--- config.mk ---
export PLATFORM = sky130hd
export DESIGN_NAME = dcache_ctrl
export DESIGN_NICKNAME = d
export VERILOG_FILES = /design/src/rtl/dcache_pkg.sv /design/src/rtl/dcache_stat_ctr.sv /design/src/rtl/dcache_ctrl.sv
export SDC_FILE = /design/constraint.sdc
export NUM_CORES = 1
export LEC_CHECK = 0
export CAP_MARGIN = 20
export CORE_MARGIN = 10
export CORE_UTILIZATION = 35
export CTS_BUF_LIST = sky130_fd_sc_hd__clkbuf_2
export DETAILED_ROUTE_END_ITERATION = 8
export GPL_TIMING_DRIVEN = 0
export PLACE_DENSITY = 0.71
export SYNTH_ARGS = -nofsm -noshare
export SYNTH_HDL_FRONTEND = slang
export SYNTH_SLANG_ARGS = --single-unit
export TNS_END_PERCENT = 1
--- constraint.sdc ---
create_clock -name clk -period 7.83 [get_ports clk]
set_input_delay 2.349 -clock clk [delete_from_list [all_inputs] [get_ports clk]]
set_output_delay 2.349 -clock clk [all_outputs]
set_load 0.02 [all_outputs]
--- src/rtl/dcache_pkg.sv ---
// Shared types and field widths for the direct-mapped data-cache controller.
package dcache_pkg;

   localparam int unsigned TAG_W      = 5;
   localparam int unsigned IDX_W      = 8;
   localparam int unsigned OFF_W      = 3;
   localparam int unsigned LINE_WORDS = 4;

   typedef enum logic [3:0] {
      IDLE,
      WB0, WB1, WB2, WB3,
      FILL0, FILL1, FILL2, FILL3, FILL4, FILL5,
      RETRY
   } state_t;

endpackage

--- src/rtl/dcache_stat_ctr.sv ---
// 16-bit saturating event counter used for cache statistics.
module dcache_stat_ctr (
   input  logic        clk,
   input  logic        rst,
   input  logic        inc,
   output logic [15:0] count
);

   logic [15:0] count_q, count_d;

   always_comb begin
      count_d = count_q;
      if (inc && (count_q != '1)) count_d = count_q + 16'd1;
   end

   always_ff @(posedge clk or posedge rst) begin
      if (rst) count_q <= '0;
      else     count_q <= count_d;
   end

   assign count = count_q;

endmodule

--- src/rtl/dcache_ctrl.sv ---
// Direct-mapped, write-back, write-allocate data-cache controller.
// Define DCACHE_STATS_EN to build the req_count/hit_count statistics counters.
module dcache_ctrl
   import dcache_pkg::*;
#(
   parameter int unsigned MEM_LAT   = 2,
   parameter int unsigned NUM_LINES = 256
) (
   input  logic             clk,
   input  logic             rst,
   input  logic             Rd,
   input  logic             Wr,
   input  logic [15:0]      Addr,
   input  logic [15:0]      DataIn,
   output logic [15:0]      DataOut,
   output logic             Done,
   output logic             Stall,
   output logic             CacheHit,
   output logic             CacheReq,
   output logic             err,
   output logic             c_enable,
   output logic             c_comp,
   output logic             c_write,
   output logic             c_valid_in,
   output logic [IDX_W-1:0] c_index,
   output logic [OFF_W-1:0] c_offset,
   output logic [TAG_W-1:0] c_tag_in,
   output logic [15:0]      c_data_in,
   input  logic             c_hit,
   input  logic             c_dirty,
   input  logic             c_valid,
   input  logic [TAG_W-1:0] c_tag_out,
   input  logic [15:0]      c_data_out,
   output logic [15:0]      m_addr,
   output logic [15:0]      m_data_in,
   output logic             m_wr,
   output logic             m_rd,
   input  logic [15:0]      m_data_out,
   input  logic             m_stall,
   output logic [15:0]      req_count,
   output logic [15:0]      hit_count
);

   localparam int unsigned IDX_BITS = $clog2(NUM_LINES);
   localparam logic [2:0]  FILL_WR0 = 3'(MEM_LAT);

   state_t              state_q, state_d;
   logic [TAG_W-1:0]    tag_q, tag_d, victim_q, victim_d;
   logic [IDX_BITS-1:0] idx_q, idx_d;
   logic [1:0]          off_q, off_d;
   logic [15:0]         data_q, data_d;
   logic                wr_q, wr_d, vdirty_q, vdirty_d, hold_q, hold_d;

   logic [3:0] st;
   logic [1:0] wb_k, wr_word;
   logic [2:0] fill_k;
   logic       req, bad;

   assign st      = state_q;
   assign wb_k    = 2'(st - WB0);
   assign fill_k  = 3'(st - FILL0);
   assign wr_word = 2'(fill_k - FILL_WR0);
   assign req     = Rd ^ Wr;
   assign bad     = (Rd && Wr) || ((Rd || Wr) && Addr[0]);

   always_comb begin
      state_d  = state_q;
      tag_d    = tag_q;
      idx_d    = idx_q;
      off_d    = off_q;
      data_d   = data_q;
      wr_d     = wr_q;
      victim_d = victim_q;
      vdirty_d = vdirty_q;
      hold_d   = 1'b0;
      DataOut  = '0;
      Done     = 1'b0;
      Stall    = 1'b0;
      CacheHit = 1'b0;
      CacheReq = 1'b0;
      err      = 1'b0;
      c_enable = 1'b0;
      c_comp   = 1'b0;
      c_write  = 1'b0;
      c_valid_in = 1'b0;
      c_index  = '0;
      c_offset = '0;
      c_tag_in = '0;
      c_data_in = '0;
      m_addr   = '0;
      m_data_in = '0;
      m_wr     = 1'b0;
      m_rd     = 1'b0;
      // Everything, including the combinational request path, is silent in reset.
      if (!rst) begin
         unique case (state_q)
            IDLE: begin
               if (hold_q) begin
                  // Miss already latched; wait for memory without re-accessing the array.
                  Stall = 1'b1;
                  if (m_stall) hold_d  = 1'b1;
                  else         state_d = vdirty_q ? WB0 : FILL0;
               end else begin
                  err = bad;
                  if (req && !bad) begin
                     c_enable  = 1'b1;
                     c_comp    = 1'b1;
                     c_write   = Wr;
                     c_index   = Addr[10:3];
                     c_offset  = {Addr[2:1], 1'b0};
                     c_tag_in  = Addr[15:11];
                     c_data_in = DataIn;
                     CacheReq  = 1'b1;
                     if (c_hit && c_valid) begin
                        Done     = 1'b1;
                        CacheHit = 1'b1;
                        DataOut  = c_data_out;
                     end else begin
                        Stall    = 1'b1;
                        tag_d    = Addr[15:11];
                        idx_d    = Addr[10:3];
                        off_d    = Addr[2:1];
                        data_d   = DataIn;
                        wr_d     = Wr;
                        victim_d = c_tag_out;
                        vdirty_d = c_valid && c_dirty;
                        if (m_stall) hold_d  = 1'b1;
                        else         state_d = (c_valid && c_dirty) ? WB0 : FILL0;
                     end
                  end
               end
            end
            WB0, WB1, WB2, WB3: begin
               Stall     = 1'b1;
               c_enable  = 1'b1;
               c_index   = idx_q;
               c_offset  = {wb_k, 1'b0};
               m_wr      = 1'b1;
               m_addr    = {victim_q, idx_q, wb_k, 1'b0};
               m_data_in = c_data_out;
               if (state_q == WB3) begin
                  if (!m_stall) state_d = FILL0;
               end else begin
                  state_d = state_t'(st + 4'd1);
               end
            end
            FILL0, FILL1, FILL2, FILL3, FILL4, FILL5: begin
               Stall = 1'b1;
               if (fill_k < 3'd4) begin
                  m_rd   = 1'b1;
                  m_addr = {tag_q, idx_q, fill_k[1:0], 1'b0};
               end
               if (fill_k >= FILL_WR0) begin
                  c_enable   = 1'b1;
                  c_write    = 1'b1;
                  c_index    = idx_q;
                  c_offset   = {wr_word, 1'b0};
                  c_tag_in   = tag_q;
                  c_data_in  = m_data_out;
                  c_valid_in = (state_q == FILL5);
               end
               state_d = (state_q == FILL5) ? RETRY : state_t'(st + 4'd1);
            end
            RETRY: begin
               c_enable  = 1'b1;
               c_comp    = 1'b1;
               c_write   = wr_q;
               c_index   = idx_q;
               c_offset  = {off_q, 1'b0};
               c_tag_in  = tag_q;
               c_data_in = data_q;
               Done      = 1'b1;
               DataOut   = c_data_out;
               state_d   = IDLE;
            end
            default: state_d = IDLE;
         endcase
      end
   end

   always_ff @(posedge clk or posedge rst) begin
      if (rst) begin
         state_q  <= IDLE;
         tag_q    <= '0;
         idx_q    <= '0;
         off_q    <= '0;
         data_q   <= '0;
         wr_q     <= 1'b0;
         victim_q <= '0;
         vdirty_q <= 1'b0;
         hold_q   <= 1'b0;
      end else begin
         state_q  <= state_d;
         tag_q    <= tag_d;
         idx_q    <= idx_d;
         off_q    <= off_d;
         data_q   <= data_d;
         wr_q     <= wr_d;
         victim_q <= victim_d;
         vdirty_q <= vdirty_d;
         hold_q   <= hold_d;
      end
   end

`ifdef DCACHE_STATS_EN
   dcache_stat_ctr u_req_ctr (.clk(clk), .rst(rst), .inc(CacheReq), .count(req_count));
   dcache_stat_ctr u_hit_ctr (.clk(clk), .rst(rst), .inc(CacheHit), .count(hit_count));
`else
   assign req_count = '0;
   assign hit_count = '0;
`endif

endmodule

==> After elaboration in Yosys (flattened, before gate mapping) <==
Cells that the tools add are included.
{ "totals": {"register_bits": 43, "input_bits": 77, "output_inout_bits": 123, "wordCells": 133} }
{ "classes": {"n_addsub": 4, "order_cmp": 2, "eq_ne": 16, "muxes": 83, "bitwise": 4, "reduce_logical": 15} }
{ "op_table": {"columns": ["operator", "count"], "rows": [
  ["16-bit 2-to-1 mux", 12],
  ["16-bit case mux with 2 select lines", 2],
  ["16-bit case mux with 3 select lines", 1],
  ["1-bit 2-to-1 mux", 37],
  ["4-bit 2-to-1 mux", 8],
  ["8-bit 2-to-1 mux", 4],
  ["8-bit case mux with 3 select lines", 1],
  ["5-bit 2-to-1 mux", 4],
  ["3-bit 2-to-1 mux", 6],
  ["4-bit by 3-bit equality test with 1-bit output, second input constant", 4],
  ["4-bit equality test, second input constant", 4],
  ["5-bit case mux with 3 select lines", 1],
  ["3-bit inequality test, second input constant", 4],
  ["3-bit case mux with 4 select lines", 1],
  ["4-bit case mux with 3 select lines", 1],
  ["10-bit OR reduction", 1],
  ["4-bit by 2-bit equality test with 1-bit output, second input constant", 2],
  ["1-bit case mux with 2 select lines", 3],
  ["1-bit case mux with 3 select lines", 2],
  ["6-bit AND reduction", 1],
  ["6-bit OR reduction", 1],
  ["1-bit logical AND", 5],
  ["5-bit AND reduction", 1],
  ["5-bit OR reduction", 1],
  ["other kinds (14)", 17]
]} }

==> Logic depth before layout (Yosys ltp) <==
{ "depth": {"word_depth": 9, "mapped_depth": 8, "mapped_depth_nobuf": 6} }

==> Worst setup path after synthesis <==
Ideal clock, no wire load.
{ "synth_path": {"kind": "input port to output port", "start": "input rst", "end": "output m_data_in[11]", "arrival_ps": 4608, "required_time_ps": 5481, "slack_ps": 873, "cell_stages": 4, "path_buffers": 2, "cell_sequence": "clkbuf_1 -> clkinv_1 -> clkbuf_1 -> and3_1"} }
{ "synth_between": {"elab_chain_cells": 1} }
{ "synth_lines": {"columns": ["item", "line", "text"], "rows": [
  ["start: declaration", "dcache_ctrl.sv:10", "input logic rst,"],
  ["16-bit 2-to-1 mux", "dcache_ctrl.sv:95", "if (!rst) begin"],
  ["end: declaration", "dcache_ctrl.sv:35", "output logic [15:0] m_data_in,"]
]} }
Every way passes these cells.

==> Worst setup path after layout <==
{ "layout_path": {"start": "input Wr", "end": "output c_tag_in[2]"} }
{ "layout_between": {"elab_chain_cells": 9, "word_cells_on_any_way": 11, "cone_classes": "4 x mux; 1 x bitwise; 6 x reduce/logical"} }
{ "layout_lines": {"columns": ["item", "line", "text"], "rows": [
  ["start: declaration", "dcache_ctrl.sv:12", "input logic Wr,"],
  ["1-bit logical OR", "dcache_ctrl.sv:64", "assign bad = (Rd && Wr) || ((Rd || Wr) && Addr[0]);"],
  ["1-bit logical AND", "dcache_ctrl.sv:64", null],
  ["1-bit logical OR", "dcache_ctrl.sv:64", null],
  ["1-bit logical NOT", "dcache_ctrl.sv:105", "if (req && !bad) begin"],
  ["1-bit logical AND (*)", "dcache_ctrl.sv:105", null],
  ["5-bit 2-to-1 mux (*)", "dcache_ctrl.sv:105", null],
  ["5-bit 2-to-1 mux (*)", "dcache_ctrl.sv:98", "if (hold_q) begin"],
  ["5-bit case mux with 3 select lines (*)", "dcache_ctrl.sv:96", "unique case (state_q)"],
  ["5-bit 2-to-1 mux (*)", "dcache_ctrl.sv:95", null],
  ["end: declaration", "dcache_ctrl.sv:27", "output logic [TAG_W-1:0] c_tag_in,"]
]} }
Mark *: on every way between the ends. The rest lies on a longest branch, timed or not.

==> results.json <==
{
  "num_rows": 36,
  "finalNonFillerCells": 731,
  "yosysWarnings": 0,
  "rrSetupSlack_ps": 5090,
  "worstSkewPairLatency_ps": 410,
  "cp_slowest_cell": "clkdlybuf4s50_1",
  "grt_pass1_wl_mm": 20.72,
  "path_buf_inv": 5,
  "layout_commonest_cell": "clkdlybuf4s50_1",
  "place_congestion": 0.9035,
  "ios": 200,
  "synth_edf_count": 0,
  "overflow": 0,
  "dieWidth_um": 120.0,
  "cts.repair.resized": 0,
  "grt_max_degree": 29,
  "ant_nets": 0,
  "cts-htree-levels": 2,
  "antenna_found_initial": 0,
  "synth_seq_cells": 43,
  "fin_util_pct": 56.21,
  "setup_viol": 0,
  "post-place-cells": 723,
  "syn_area_um2": 3501,
  "ir_worst_vdd_v": 0.0001802,
  "vias_per_cell": 5.033,
  "drive_gt1_share_pct": 16.05,
  "synth_cells": 392,
  "drc_errors": 0,
  "clockRootBuffer": "clkbuf_2",
  "vias": 3679,
  "power-per-cell-area_nw_per_um2": 281.9,
  "core_um2": 9774,
  "cts_buffers": 5,
  "cp-end-kind": "primary output",
  "antenna_cells": 0,
  "initial_utilization_pct": 35.82,
  "tightest_slew_ps": 833.7,
  "outcome": "completed",
  "place_ws_ps": 270.4,
  "cp.required_ps": 5480,
  "yosys_most_used_dff": "dfrtp_1",
  "cp_cell_sequence": "clkdlybuf4s50_1, inv_1, ha_1, nand2b_1, nor3_1, buf_2, buf_4, a21oi_1, a211oi_1, clkdlybuf4s50_1",
  "fill_cells": 899,
  "period_minus_slack_ps": 7580,
  "cts_setup_buffers": 0,
  "fin_worst_skew_ps": 27.64,
  "hpwl_mm": 10.86,
  "cts.sinks": 43,
  "max_freq_ghz": 0.1319,
  "critPathTopFamily": "buffers and inverters",
  "cts_tree": "done",
  "finalNetCount": 682,
  "tns_ps": 0,
  "grt.total_usage_pct": 17.41,
  "cap_violations": 0,
  "ys_seq_area_share_pct": 30.74,
  "timing.final.crit_share_pct": 96.81,
  "critPathMaxFanout": 10,
  "multi_input_area_um2": 2105,
  "worstSetupStartpointType": "input port",
  "cp_common_cell": "clkdlybuf4s50_1",
  "rsz0062_at_grt": "false",
  "die_y_um": 120.0,
  "holdBufCountCts": 0,
  "clockBufferDepth": 2,
  "postSynthAreaPerCell_um2": 8.931,
  "syn2layout_area_growth_pct": 56.93,
  "async_flop_share_pct": 100.0,
  "critPathKind": "input port to primary output",
  "firstDrtPassIters": 5,
  "finalHoldViolations": 0,
  "drt-wirelength-per-cell_um": 18.37,
  "die_area_um2": 14400,
  "layout.area.seq_um2": 1076,
  "wirelength_mm": 13.43,
  "port-buffer-count": 164,
  "slew_viol_final": 0,
  "p_leak_nw": 2.355,
  "fin_ws_ps": 249.8,
  "arrival_ps": 5230,
  "grt_pass1_vias": 3775,
  "hold_class": "flip-flop to flip-flop",
  "initialDrtViolationCount": 190,
  "final_cell_mix": "clkdlybuf4s50_1, dfrtp_1, a21oi_1",
  "clk_pin_slew_ps": 200,
  "yosys.cell_types.count": 45,
  "hold_ws_ps": 533.7,
  "max_slew_margin_pct": 44.42,
  "cpPeakStageDelay_ps": 710
}
cell families (layout without fill, tap and decap cells):
family,after synthesis,in the layout,share of synthesized area [%]
AOI/OAI and AO/OA,95,95,18.01
xor gates and xnor gates,1,1,0.2502
adders and majority gates,8,8,2.859
buffers and inverters,75,248,12.69
DFF,43,43,30.74
muxes,39,39,14.55
other,1,34,0.1071
and+or+nand+nor,130,130,20.80
per-layer routing:
layer  vias to the layer above  part of all wire [%]  GRT usage [%]
li1                       1766                     -              -
met1                      1735                    38          19.29
met2                       168                    49          30.12
met3                        10                    12          8.579
met4                         0                  0.81          2.413
met5                         -                     0              0
path summary, 6_finish.rpt:
path | startpoint | end | cells past startpoint
worst max-delay path | Wr | c_tag_in[2] | 10
worst min-delay path | data_q[6]$_DFFE_PP0P_ | data_q[6]$_DFFE_PP0P_ | 1
worst max register to register | st[0]$_DFFE_PP0P_ | victim_q[3]$_DFFE_PP0P_ | 8
worst min register to register | data_q[6]$_DFFE_PP0P_ | data_q[6]$_DFFE_PP0P_ | 1
max in group asynchronous | rst | data_q[6]$_DFFE_PP0P_ | 4
min in group asynchronous | rst | st[0]$_DFFE_PP0P_ | 3
worst reg2reg max path, delay by kind of cell, from the launching register on:
family                   cells  cell delay, ps
multiplexers                 1             300
adder cells (fa/ha/maj)      1             320
buffers and inverters        3             510
flip-flops                   1             520
AND/OR/NAND/NOR              3             990
final cells by class:
type,instances,share of cell area [%]
flip-flops and latches,43,19.59
multi-input cells,307,38.31
clock buffers,7,0.6377
well taps,133,3.029
inverters,13,0.8882
plain buffers,62,7.219
clock inverters,1,0.09110
repair buffers,165,30.24
through the flow:
step | power, mW | area [µm²]
global route | 1.653 | 5494
CTS | 1.549 | 5494
global placement | 1.421 | 5433
detailed placement | 1.445 | 5454
floorplan | 1.034 | 3625
finish | 1.549 | 5494
registers in the layout, indices dropped and copies added (netlist names):
name,cells
idx_q,8
tag_q,5
vdirty_q,1
victim_q,5
st,4
data_q,16
off_q,2
wr_q,1
hold_q,1
synth_stat cells, types with 3 or more instances:
cell type	instances	share of area [%]
ha_1	8	2.9
clkbuf_1	17	1.8
nand3_1	23	3.3
and2_1	25	4.5
inv_1	12	1.3
mux2_2	19	6.1
buf_4	35	7.5
dfrtp_1	43	31
nor3_1	7	1.0
a21oi_1	39	5.6
a31oi_1	6	1.1
a22oi_1	18	3.9
or3_1	3	0.54
buf_2	7	1.0
a311oi_1	8	2.0
nor2_1	9	0.96
o41ai_1	5	1.3
nand2b_1	6	1.1
mux2_4	19	8.1
a211oi_1	8	1.7
and3_1	17	3.0
buf_6	3	0.96
nand2_1	22	2.4
nor2b_1	7	1.3
power breakdown:
part           switching [mW]  leakage (nW)  total (mW)  internal (mW)
Clock                  0.0770        0.0330       0.101         0.0244
Sequential             0.0719         0.544       0.387          0.315
Combinational           0.591          1.78        1.06          0.470
Total                   0.740          2.35        1.55          0.809
(Power assumes the default switching activity.)
==> edit: new RTL, same flow settings <==
Take the reset off `data_q` and load it in a clocked block of its own.
--- a/src/rtl/dcache_ctrl.sv
+++ b/src/rtl/dcache_ctrl.sv
@@ -184,7 +184,6 @@
          tag_q    <= '0;
          idx_q    <= '0;
          off_q    <= '0;
-         data_q   <= '0;
          wr_q     <= 1'b0;
          victim_q <= '0;
          vdirty_q <= 1'b0;
@@ -194,12 +193,15 @@
          tag_q    <= tag_d;
          idx_q    <= idx_d;
          off_q    <= off_d;
-         data_q   <= data_d;
          wr_q     <= wr_d;
          victim_q <= victim_d;
          vdirty_q <= vdirty_d;
          hold_q   <= hold_d;
       end
+   end
+
+   always_ff @(posedge clk) begin
+      data_q <= data_d;
    end
 
 `ifdef DCACHE_STATS_EN
Formal check against the unedited RTL: same outputs for any inputs over 4 cycles, from zero or initial values and one cycle with rst high; that may be too few to reach the edited logic, so the function may still have changed.
==> edit against the unedited design <==
  * Final area shrank 3.9%
  * Combinational power shrank 6%
  * Setup slack gained 120 ps
  * Final cell count shrank 6.7%
  * Area after synthesis shrank 6.0%
  * Routed wire length shrank 4.0%
  * Critical endpoint unchanged
  * Total power shrank 4.1%
  * Sequential cell count is the same
  * Highest routed layer unchanged
==> edit: results (changes against the unedited design) <==
| Metric | Value |
|---|---|
| Worst skew pair latency | 440 ps (was 410 ps) |
| Outcome | completed (unchanged) |
| Library cells used by synthesis | 47 (was 45) |
| Share of layout cells above drive strength 1 | 13.86% (was 16.05%) |
| Non-CTS buffers | 226 (was 227) |
| Placed Area | 5207 um2 (was 5454 um2) |
| Largest cells by area after synthesis | dfrtp_1, edfxtp_1, buf_4 (was dfrtp_1, mux2_4, buf_4) |
| R2R depth | 6 (was 8) |
| Area occupied by multi-input gates | 1849 um2 (was 2105 um2) |
| Clock-cell share | 1.304% (was 0.7288%) |
| Post-synth EDFFs | 16 (was 0) |
| Vias in the first global route | 3,400 (was 3,775) |
| Pleak | 2.124 nW (was 2.355 nW) |
| R2r setup slk | 4780 ps (was 5090 ps) |
| Non-clock inverters | 8 (was 13) |
| Sw Pwr | 0.7121 mW (was 0.7396 mW) |
| Post-synth ARST share | 62.79% (was 100.0%) |
| Clock skew | 35.04 ps (was 27.64 ps) |
| Final WL | 12.89 mm (was 13.43 mm) |
| Port bufs | 165 (was 164) |
| Complex-gate fraction of the synthesized area | 20.83% (was 18.01%) |
| Vias per inst | 5.141 (was 5.033) |
| GRT Total Usage | 17.40% (was 17.41%) |
| Multi-In Gates | 285 (was 307) |
| Seq/Total Area, Yosys | 35.12% (was 30.74%) |
| Max VDD drop | 0.0001581 V (was 0.0001802 V) |
| Reg clk slew, reported paths | 250 ps (was 200 ps) |
| Iteration-0 DRC Markers | 211 (was 190) |
| Critical path arrival | 5110 ps (was 5230 ps) |
| Fin util | 57.40% (was 56.21%) |
| Setup crit start | rst (was Wr) |
| Num sequential | 43 (unchanged) |
| Largest net degree at the start of global routing | 37 (was 29) |
| Seq/total area | 21.90% (was 19.59%) |
| Worst relative slew slack | 43.53% (was 44.42%) |
| Buffering overhead | 38.52% (was 37.46%) |
| Post-Synth Adder-Cell Area | 3.041% (was 2.859%) |
| Diode count | 1 (was 0) |
| Multiplexer share of the synthesized area | 7.146% (was 14.55%) |
| Mapped Avg Cell Area | 9.044 um2 (was 8.931 um2) |
## edit: changes by cell type after synthesis, moves of 7 or more
cell / change
and2_1: -7
nor3b_1: +7
o21ai_0: +7
dfrtp_1: -16
edfxtp_1: +16
mux2_4: -19
## edit: per-layer routing
metal  vias to the layer above  global-route usage [%]  routed length, um
li1                       1691                       -                  -
met1                      1639                   20.97               5137
met2                       162                   29.25               6226
met3                        14                   5.607               1331
met4                         0                   4.448                199
met5                         -                       0                  0
## edit: stage by stage
| step | setup WS [ps] | power (mW) | hold slack [ps] |
|---|---|---|---|
| after detailed placement | 378.0 | 1.351 | 477.1 |
| after CTS | 365.2 | 1.488 | 530.4 |
| final | 368.4 | 1.486 | 524.5 |
| after global routing | 191.5 | 1.587 | 558.7 |
| after floorplan | 1591 | 0.9442 | 450.3 |
| after global placement | 122.4 | 1.335 | 470.4 |
## edit: cell families (layout without fill, tap and decap cells)
| family | after synthesis | count (layout) |
|---|---|---|
| buffers and inverters | 69 | 242 |
| multiplexers | 21 | 21 |
| AND/OR/NAND/NOR | 118 | 118 |
| flip-flops | 43 | 43 |
| adder cells (fa/ha/maj) | 8 | 8 |
| other | 1 | 35 |
| AO/OA/AOI/OAI | 103 | 103 |
| XOR/XNOR | 1 | 1 |
## edit: worst min-delay path by stage
stage | startpoint | endpoint | slack, ps | cells after the start
floorplan | vdirty_q | vdirty_q | 450 | 2
global placement | vdirty_q | vdirty_q | 470 | 2
detailed placement | vdirty_q | vdirty_q | 480 | 2
CTS | vdirty_q | vdirty_q | 530 | 2
global route | wr_q | wr_q | 560 | 2
finish | vdirty_q | vdirty_q | 520 | 2
## edit: worst max-delay path, stage by stage
cell,delay (ps)
clkdlybuf4s50_1,560
buf_1,440
a211oi_1,120
a31oi_1,450
clkbuf_1,490
a211oi_1,120
clkdlybuf4s50_1,580
